<file path="config.mk">
export PLATFORM = sky130hd
export DESIGN_NAME = cont_seq_ctrl_flat
export DESIGN_NICKNAME = d
export VERILOG_FILES = /design/src/rtl/cont_seq_ctrl_pkg.sv /design/src/rtl/cont_seq_ctrl_if.sv /design/src/rtl/cont_next_val.sv /design/src/rtl/cont_seq_ctrl.sv /design/src/flat_wrapper.sv
export SDC_FILE = /design/constraint.sdc
export NUM_CORES = 1
export LEC_CHECK = 0
export ABC_CLOCK_PERIOD_IN_PS = 1800
export CORE_ASPECT_RATIO = 1.2
export CORE_MARGIN = 2
export CORE_UTILIZATION = 49
export DETAILED_ROUTE_END_ITERATION = 7
export PLACE_DENSITY = 0.76
export SYNTH_ARGS = -nofsm -noshare
export SYNTH_HDL_FRONTEND = slang
export SYNTH_HIERARCHICAL = 1
export SYNTH_SLANG_ARGS = --single-unit
</file>
<file path="constraint.sdc">
create_clock -name ck -period 1.8 [get_ports ck]
set_clock_uncertainty 0.2 [all_clocks]
set_input_delay 0.27 -clock ck [delete_from_list [all_inputs] [get_ports ck]]
set_output_delay 0.27 -clock ck [all_outputs]
set_load 0.02 [all_outputs]
</file>
<file path="src/rtl/cont_seq_ctrl_pkg.sv">
// cont_seq_ctrl_pkg: mode encodings, FSM states and Gray-next table shared by the sequence controller
package cont_seq_ctrl_pkg;
  localparam logic [2:0] MODE_UP   = 3'd0;
  localparam logic [2:0] MODE_DOWN = 3'd1;
  localparam logic [2:0] MODE_GRAY = 3'd2;
  localparam logic [2:0] MODE_JOHN = 3'd3;
  localparam logic [2:0] MODE_RING = 3'd4;
  typedef enum logic [1:0] {IDLE, LOAD, RUN, DONE} state_e;
  // indexed by q[2:0]: 0->1->3->2->6->7->5->0, unused code 4 falls back to 0
  localparam logic [7:0][3:0] GRAY_NXT = {4'd5, 4'd7, 4'd0, 4'd0, 4'd2, 4'd6, 4'd3, 4'd1};
  function automatic logic mode_legal(logic [2:0] m);
    return m <= MODE_RING;
  endfunction
endpackage

</file>
<file path="src/rtl/cont_seq_ctrl_if.sv">
// cont_seq_ctrl_if: control/status bundle between a run requester and the sequence controller
interface cont_seq_ctrl_if;
  logic       start, stop, step;
  logic [2:0] mode;
  logic [3:0] len, init, q;
  logic       busy, done, tc, err;
  modport master (output start, stop, step, mode, len, init, input q, busy, done, tc, err);
  modport slave  (input start, stop, step, mode, len, init, output q, busy, done, tc, err);
endinterface

</file>
<file path="src/rtl/cont_next_val.sv">
// cont_next_val: next counter value and terminal-count flag for the selected sequence
module cont_next_val
  import cont_seq_ctrl_pkg::*;
#(
  parameter int MOD_N = 8
) (
  input  logic [2:0] mode_i,
  input  logic [3:0] q_i,
  output logic [3:0] nxt_o,
  output logic       tc_o
);
  localparam logic [3:0] TOP = 4'(MOD_N - 1);
  always_comb begin
    nxt_o = q_i;
    tc_o  = 1'b0;
    case (mode_i)
      MODE_UP: begin
        nxt_o = (q_i == TOP) ? 4'd0 : q_i + 4'd1;
        tc_o  = q_i == TOP;
      end
      MODE_DOWN: begin
        nxt_o = (q_i == 4'd0) ? TOP : q_i - 4'd1;
        tc_o  = q_i == 4'd0;
      end
      MODE_GRAY: begin
        nxt_o = GRAY_NXT[q_i[2:0]];
        tc_o  = q_i == 4'd5;
      end
      MODE_JOHN: begin
        nxt_o = {~q_i[0], q_i[3:1]};
        tc_o  = q_i == 4'b0001;
      end
      MODE_RING: begin
        nxt_o = {q_i[0], q_i[3:1]};
        tc_o  = q_i == 4'b0001;
      end
      default: ;
    endcase
  end
endmodule

</file>
<file path="src/rtl/cont_seq_ctrl.sv">
// cont_seq_ctrl: run controller stepping a 4-bit counter through up/down/Gray/Johnson/ring sequences
module cont_seq_ctrl
  import cont_seq_ctrl_pkg::*;
#(
  parameter int MOD_N = 8
) (
  input  logic          ck,
  input  logic          clr,
  cont_seq_ctrl_if.slave bus
);
  state_e     state_q, state_d;
  logic [3:0] q_q, q_d, rem_q, rem_d, len_q, len_d, init_q, init_d, nxt, seed;
  logic [2:0] mode_q, mode_d;
  logic       err_q, err_d, tc;
  cont_next_val #(.MOD_N(MOD_N)) u_next (.mode_i(mode_q), .q_i(q_q), .nxt_o(nxt), .tc_o(tc));
  // seed uses the init captured at accept so later init changes cannot leak in
  always_comb
    seed = (mode_q == MODE_UP || mode_q == MODE_DOWN) ? ((int'(init_q) < MOD_N) ? init_q : 4'd0) :
           (mode_q == MODE_RING) ? ((init_q == 4'd0) ? 4'd1 : init_q) : 4'd0;
  always_comb begin
    state_d = state_q;
    q_d     = q_q;
    rem_d   = rem_q;
    mode_d  = mode_q;
    len_d   = len_q;
    init_d  = init_q;
    err_d   = err_q;
    case (state_q)
      IDLE:
        if (bus.start) begin
          if (mode_legal(bus.mode)) begin
            state_d = LOAD;
            mode_d  = bus.mode;
            len_d   = bus.len;
            init_d  = bus.init;
          end else err_d = 1'b1;
        end
      LOAD:
        if (bus.stop) state_d = IDLE;
        else begin
          q_d     = seed;
          rem_d   = len_q;
          state_d = (len_q == 4'd0) ? DONE : RUN;
        end
      RUN:
        if (bus.stop) state_d = IDLE;
        else if (bus.step) begin
          q_d   = nxt;
          rem_d = rem_q - 4'd1;
          if (rem_q == 4'd1) state_d = DONE;
        end
      DONE:    state_d = IDLE;
      default: state_d = IDLE;
    endcase
  end
  always_ff @(posedge ck or negedge clr) begin
    if (!clr) begin
      state_q <= IDLE;
      q_q     <= 4'd0;
      rem_q   <= 4'd0;
      mode_q  <= MODE_UP;
      len_q   <= 4'd0;
      init_q  <= 4'd0;
      err_q   <= 1'b0;
    end else begin
      state_q <= state_d;
      q_q     <= q_d;
      rem_q   <= rem_d;
      mode_q  <= mode_d;
      len_q   <= len_d;
      init_q  <= init_d;
      err_q   <= err_d;
    end
  end
  assign bus.q    = q_q;
  assign bus.busy = (state_q == LOAD) || (state_q == RUN);
  assign bus.done = state_q == DONE;
  assign bus.tc   = tc;
  assign bus.err  = err_q;
endmodule
</file>
<file path="src/flat_wrapper.sv">
// flat-port wrapper written by rule: the top's interface ports become plain ports
module cont_seq_ctrl_flat import cont_seq_ctrl_pkg::*;
#(
  parameter int MOD_N = 8
)
  (ck, clr, bus_start, bus_stop, bus_step, bus_mode, bus_len, bus_init, bus_q, bus_busy, bus_done, bus_tc, bus_err);
  cont_seq_ctrl_if bus_i ();
  input  logic ck;
  input  logic clr;
  input wire logic [$bits(bus_i.start)-1:0] bus_start;
  input wire logic [$bits(bus_i.stop)-1:0] bus_stop;
  input wire logic [$bits(bus_i.step)-1:0] bus_step;
  input wire logic [$bits(bus_i.mode)-1:0] bus_mode;
  input wire logic [$bits(bus_i.len)-1:0] bus_len;
  input wire logic [$bits(bus_i.init)-1:0] bus_init;
  output wire logic [$bits(bus_i.q)-1:0] bus_q;
  output wire logic [$bits(bus_i.busy)-1:0] bus_busy;
  output wire logic [$bits(bus_i.done)-1:0] bus_done;
  output wire logic [$bits(bus_i.tc)-1:0] bus_tc;
  output wire logic [$bits(bus_i.err)-1:0] bus_err;
  assign bus_i.start = bus_start;
  assign bus_i.stop = bus_stop;
  assign bus_i.step = bus_step;
  assign bus_i.mode = bus_mode;
  assign bus_i.len = bus_len;
  assign bus_i.init = bus_init;
  assign bus_q = bus_i.q;
  assign bus_busy = bus_i.busy;
  assign bus_done = bus_i.done;
  assign bus_tc = bus_i.tc;
  assign bus_err = bus_i.err;
  cont_seq_ctrl #(.MOD_N(MOD_N)) u_core (.ck(ck), .clr(clr), .bus(bus_i));
endmodule
</file>
==> flow_summary.ini, run 1 <==
[yosys]
synth-main-ff-cell = sky130_fd_sc_hd__dfrtp_1
syn_area_sq_um = 1630
synthXorXnorAreaFrac_pct = 3.23
synthTopCellsByArea = sky130_fd_sc_hd__dfrtp_1 34%, sky130_fd_sc_hd__ha_1 10%, sky130_fd_sc_hd__mux2_2 6.2%, sky130_fd_sc_hd__nor2_1 3.9%, sky130_fd_sc_hd__o21ai_0 3.7%
synthSimpleGateAreaFrac_pct = 16.0
synthDominantAreaCellType = sky130_fd_sc_hd__dfrtp_1
asyncSetResetFlopFracSynth_pct = 100
synth_compound_area_share_pct = 20.6
synthDominantCellAreaShare_pct = 33.9
yosys_warnings = 6
synth_area_per_cell_sq_um = 9.45
synth_seq_cells = 22
number_of_enable_type_register_cells_in_the_synthesized_netlist = 0
synthDistinctLibCells = 50
synth_top_family_by_area = compound AO/OA/AOI/OAI gates
share_of_synthesized_area_occupied_by_flip_flops_and_latches_pct = 33.9
synth-adder-area-share_pct = 10.0
syn_nets = 201
post_synth_mux_area_share_pct = 8.70
synth_cells = 172

[drt]
drcViolationCount = 0
via_count = 1635
via_per_inst = 5.70
antenna_left = 0
firstDrtPassIters = 6
drt-total-wl_um = 4730
drt_iter0_markers = 58
avgRoutedWirePerCell_um = 16.5

[power_and_ir_drop]
max-vdd-ir-drop_mv = 1.56
power.total_mw = 4.99
powerDensity_nw_per_um2 = 1930
leakage_nw = 1.13

[floorplanning]
die-height_um = 67.1
dieWidth_um = 56.6
initial_core_util_pct = 52.3
die_area_sq_um = 3800
io_pins = 24
core_region_area_sq_um = 3110
core.rowCount = 22

[timing]
period_share_pct = 123
fmax_mhz = 450
slew-limit-headroom_pct = 82.4
report.final.setup_viol = 5
worst_slack_ns = -0.422
slew_violations = 0
actual_transition_at_the_worst_max_transition_pin_ns = 0.257
rsz0062_at_grt = yes
hold_viol = 0
finalWorstPathRequiredPeriod_ns = 2.22
whs_ns = 0.0843

[cts]
worst_setup_hold_path_clk_slew_ns = 0.13
postCtsHoldBufs = 0
max-clock-path-buffers = 2
tritoncts = built
clock_sinks = 22
clockRootBuffer = sky130_fd_sc_hd__clkbuf_4
clkLatencyLatePin_ns = 0.32
cts-buffers-inserted = 3
h-tree-depth = 1

[global_route]
initial_antenna_violation_count = 0
gr-usage-all-layers_pct = 25.5
grt-ovfl-total = 0
grt_max_degree = 23
grt_pass1_vias = 1709
grt_pass1_wl_um = 7470

[layout]
most-common-layout-cells = 52 x sky130_fd_sc_hd__buf_4, 17 x sky130_fd_sc_hd__dfrtp_1, 16 x sky130_fd_sc_hd__nor2_1
nets = 281
finish.utilization_pct = 83.3
synth_to_final_area_change_pct = 59.4
most_frequent_standard_cell_in_the_layout_excluding_fill_and_tap_cells = sky130_fd_sc_hd__buf_4
number_of_inserted_diodes = 0
final_cell_area_sq_um = 2590
drive_gt1_share_pct = 50.2
fin_cells = 287

[placement]
post_dp_cell_area_sq_um = 2230
post-dp-hpwl_um = 3300
dp_cells = 267
portBuffers = 23
gpl.final_weighted_congestion = 0.928

[critical_path]
worst-path-max-fanout = 4
worst-setup-path-type = reg -> out
crit-reg2reg-launch = u_core/mode_q[0]
timing.reg2reg.worst_path_depth = 9
worst_ep_arrival_time_ns = 1.75
regToRegEndpoint = u_core/bus.q[1]
crit_path_end_kind = output port
worst_ep_required_time_ns = 1.33
reg2reg_slack_ns = -0.19
type_of_origin_of_the_critical_path = flop

[run]
timing.max_cap.violations = 0

[hold_path]
min_path_type = in -> async

[outcome]
failed_checks = setup timing
outcome = complete, but fails checks
cells by family after synthesis:
logic type                 after synthesis
xor gates and xnor gates                 6
muxes                                   13
DFF                                     22
AOI/OAI and AO/OA                       46
and+or+nand+nor                         51
buffers and inverters                   21
adders and majority gates               13
worst max-delay path, cell delays in order, from the launching register on:
cell,delay [ns]
sky130_fd_sc_hd__dfrtp_1,0.45
sky130_fd_sc_hd__nor3b_2,0.25
sky130_fd_sc_hd__a32oi_1,0.09
sky130_fd_sc_hd__or3b_1,0.38
sky130_fd_sc_hd__o311ai_2,0.08
sky130_fd_sc_hd__buf_4,0.19
cells in the mapped netlist, types with 2 or more instances:
| cell | instances |
|---|---|
| sky130_fd_sc_hd__ha_1 | 13 |
| sky130_fd_sc_hd__buf_2 | 2 |
| sky130_fd_sc_hd__inv_1 | 10 |
| sky130_fd_sc_hd__a32oi_1 | 4 |
| sky130_fd_sc_hd__a31oi_1 | 2 |
| sky130_fd_sc_hd__nor3b_1 | 3 |
| sky130_fd_sc_hd__nand2_1 | 13 |
| sky130_fd_sc_hd__o22ai_1 | 2 |
| sky130_fd_sc_hd__dfrtp_1 | 22 |
| sky130_fd_sc_hd__xor2_1 | 3 |
| sky130_fd_sc_hd__xnor2_1 | 3 |
| sky130_fd_sc_hd__o22a_1 | 3 |
| sky130_fd_sc_hd__o21ai_0 | 12 |
| sky130_fd_sc_hd__buf_6 | 4 |
| sky130_fd_sc_hd__mux2_2 | 9 |
| sky130_fd_sc_hd__nand3_1 | 2 |
| sky130_fd_sc_hd__a21oi_1 | 6 |
| sky130_fd_sc_hd__nor2_1 | 17 |
| sky130_fd_sc_hd__mux2i_1 | 4 |
| sky130_fd_sc_hd__nor3_1 | 4 |
| sky130_fd_sc_hd__nor2_2 | 2 |
| sky130_fd_sc_hd__buf_4 | 3 |
| sky130_fd_sc_hd__or2_2 | 2 |
repair_timing:
item                                    CTS  global route
pin swaps                                12            14
setup buffers                            11             5
endpoints found under the setup margin   14            23
cloned                                    0             0
resized for setup                        41            30
hold endpoints to repair                  0             0
registers in the layout (all words and copies together), names as in the netlist:
signal          cells
u_core/bus.q        4
u_core/len_q        4
u_core/state_q      2
u_core/rem_q        4
u_core/bus.err      1
u_core/mode_q       3
u_core/init_q       4
through the flow:
stage | TNS (ns) | worst slack (ns)
after global placement | -2.05 | -0.475
after floorplan | -0.188 | -0.0677
after CTS | -1.03 | -0.378
after detailed placement | -2.65 | -0.518
after global routing | -1.51 | -0.463
final | -1.05 | -0.422
layer usage:
metal | track usage (%) | vias to the layer above | share of wire (%)
li1 | - | 774 | -
met1 | 26.3 | 796 | 37
met2 | 49.3 | 49 | 56
met3 | 2.91 | 16 | 3.3
met4 | 14.3 | 0 | 3.6
met5 | 0 | - | 0
power by group:
group / total [mW] / switching (mW) / internal (mW)
sequential: 1.00 / 0.257 / 0.744
combinational: 3.61 / 1.72 / 1.88
clock: 0.385 / 0.160 / 0.225
total: 4.99 / 2.14 / 2.85
how the worst max path moves through the flow:
| stage | from | endpoint | slack (ns) | depth (start not counted) |
|---|---|---|---|---|
| floorplan | u_core/bus.q[0] | u_core/bus.q[1] | -0.07 | 8 |
| global placement | u_core/mode_q[0] | bus_tc | -0.47 | 5 |
| detailed placement | u_core/mode_q[0] | bus_tc | -0.52 | 5 |
| CTS | u_core/mode_q[0] | bus_tc | -0.38 | 5 |
| global route | u_core/mode_q[1] | bus_tc | -0.46 | 5 |
| finish | u_core/mode_q[1] | bus_tc | -0.42 | 5 |
final cells by class:
class                   count  area (sq um)
multi-input cells         129          1160
repair buffers             85           724
flip-flops and latches     22           557
fillers                   176           520
inverters                  11          48.8
well taps                  36          45.0
clock inverters             1          30.0
clock buffers               3          22.5
No activity file was read; power rests on OpenSTA's default activity.
==> run 2, diff against run 1 <==
--- a/config.mk
+++ b/config.mk
@@ -7,7 +7,6 @@
 export LEC_CHECK = 0
 export ABC_CLOCK_PERIOD_IN_PS = 1800
 export CORE_ASPECT_RATIO = 1.2
-export CORE_MARGIN = 2
 export CORE_UTILIZATION = 49
 export DETAILED_ROUTE_END_ITERATION = 7
 export PLACE_DENSITY = 0.76
==> flow_summary.ini, run 2 (synthesized netlist as in run 1, its figures left out) <==
[critical_path]
crit-reg2reg-launch = u_core/bus.q[2]
crit_path_end_kind = output port
worst-setup-path-type = reg -> out
timing.reg2reg.worst_path_depth = 8
type_of_origin_of_the_critical_path = flop
worst_ep_required_time_ns = 1.33
reg2reg_slack_ns = -0.17
worst-path-max-fanout = 3
regToRegEndpoint = u_core/bus.q[2]
worst_ep_arrival_time_ns = 1.79

[global_route]
grt-ovfl-total = 0
initial_antenna_violation_count = 0
grt_pass1_wl_um = 7730
grt_max_degree = 23
grt_pass1_vias = 1713
gr-usage-all-layers_pct = 30.5

[drt]
met1_length_um = 1920
met3_length_um = 216
via_per_inst = 6.01
via_count = 1664
firstDrtPassIters = 4
avgRoutedWirePerCell_um = 18.9
drt_iter0_markers = 62
drcViolationCount = 0
top_layer_used = met4
antenna_left = 0
drt-total-wl_um = 5250
met2_wirelength_um = 2930

[placement]
post_dp_cell_area_sq_um = 2200
pre_cts_slack_ns = -0.575
gpl.final_weighted_congestion = 0.808
post-dp-hpwl_um = 3310
portBuffers = 23

[cts]
tritoncts = built
cts-buffers-inserted = 3
postCtsHoldBufs = 0
max-clock-path-buffers = 2
clkLatencyLatePin_ns = 0.31
clockRootBuffer = sky130_fd_sc_hd__clkbuf_4
worst_setup_hold_path_clk_slew_ns = 0.12
h-tree-depth = 1
clock_sinks = 22

[outcome]
failed_checks = setup timing
outcome = complete, but fails checks

[floorplanning]
core_region_area_sq_um = 3110
initial_core_util_pct = 52.3
io_pins = 24
dieWidth_um = 54.6
core.rowCount = 22
die_area_sq_um = 3550
die-height_um = 65.1

[timing]
actual_transition_at_the_worst_max_transition_pin_ns = 0.343
slew-limit-headroom_pct = 77.1
period_share_pct = 126
slew_violations = 0
worst_slack_ns = -0.464
whs_ns = 0.114
rsz0062_at_grt = yes
report.final.setup_viol = 15
hold_viol = 0
finalWorstPathRequiredPeriod_ns = 2.26
fmax_mhz = 442

[power_and_ir_drop]
max-vdd-ir-drop_mv = 1.35
p_int_mw = 2.68
leakage_nw = 1.08
p_comb_share_pct = 73.5
power_frac_seq_pct = 20.9
powerDensity_nw_per_um2 = 1920
switching_power_mw = 2.18
switching_share_pct = 44.8
clkPwrFrac_pct = 5.6
power.total_mw = 4.85

[hold_path]
min_path_type = in -> async

[layout]
final_cell_area_sq_um = 2520
nets = 271
drive_gt1_share_pct = 49.4
most-common-layout-cells = 42 x sky130_fd_sc_hd__buf_4, 16 x sky130_fd_sc_hd__clkdlybuf4s50_1, 16 x sky130_fd_sc_hd__nor2_1, 16 x sky130_fd_sc_hd__dfrtp_1
finish.utilization_pct = 81.1
synth_to_final_area_change_pct = 55.3
most_frequent_standard_cell_in_the_layout_excluding_fill_and_tap_cells = sky130_fd_sc_hd__buf_4
number_of_inserted_diodes = 0

[run]
timing.max_cap.violations = 0
run 2: power groups by stage:
stage,Sequential (mW),Clock [mW],Combinational [mW]
after global routing,1.04,0.294,3.85
after global placement,0.964,0,2.71
final,1.01,0.272,3.57
after CTS,0.985,0.279,3.09
after floorplan,1.01,0,1.74
after detailed placement,0.996,0,2.84
run 2: metal layers:
layer  GRT usage, %  vias to the layer above
met5              0                        -
met4           16.3                        0
met3           5.09                       14
met2           54.4                       72
met1           32.5                      816
li1               -                      762
run 2: area by class of cell:
cell class              instances  area (sq um)
clock buffers                   4          36.3
fillers                       196           587
inverters                      11          51.3
multi-input cells             129          1190
flip-flops and latches         22           558
well taps                      36          45.0
repair buffers                 75           641
run 2: worst max path at each step:
stage,from,endpoint,slack (ns),depth (start not counted)
floorplan,u_core/bus.q[0],u_core/bus.q[1],-0.07,8
global placement,u_core/mode_q[1],bus_tc,-0.49,5
detailed placement,u_core/mode_q[1],bus_tc,-0.58,5
CTS,u_core/mode_q[0],bus_tc,-0.42,5
global route,u_core/mode_q[0],bus_tc,-0.53,5
finish,u_core/bus.q[2],bus_tc,-0.46,5
run 2: worst max-delay path, cell delays in order (launching register included):
cell and delay, ns:
sky130_fd_sc_hd__dfrtp_2 0.45, sky130_fd_sc_hd__xor2_1 0.18, sky130_fd_sc_hd__a32oi_1 0.14, sky130_fd_sc_hd__or3b_4 0.41
sky130_fd_sc_hd__o311ai_2 0.11, sky130_fd_sc_hd__buf_4 0.20
run 2: per-stage QoR:
stage	TNS (ns)	std cells
after floorplan	-0.188	172
after global placement	-2.01	263
after detailed placement	-2.88	263
after CTS	-0.930	274
after global routing	-2.06	277
final	-1.28	277
run 2: repair_timing:
item                                    CTS  global route
pin swaps                                15             8
endpoints found under the setup margin   16            23
setup buffers                             9             3
resized for setup                        42            39
==> run 3, diff against run 2 <==
--- a/config.mk
+++ b/config.mk
@@ -5,7 +5,6 @@
 export SDC_FILE = /design/constraint.sdc
 export NUM_CORES = 1
 export LEC_CHECK = 0
-export ABC_CLOCK_PERIOD_IN_PS = 1800
 export CORE_ASPECT_RATIO = 1.2
 export CORE_UTILIZATION = 49
 export DETAILED_ROUTE_END_ITERATION = 7
==> results of run 3 <==
The final DEF is identical to that of run 2; final timing and power are the same.
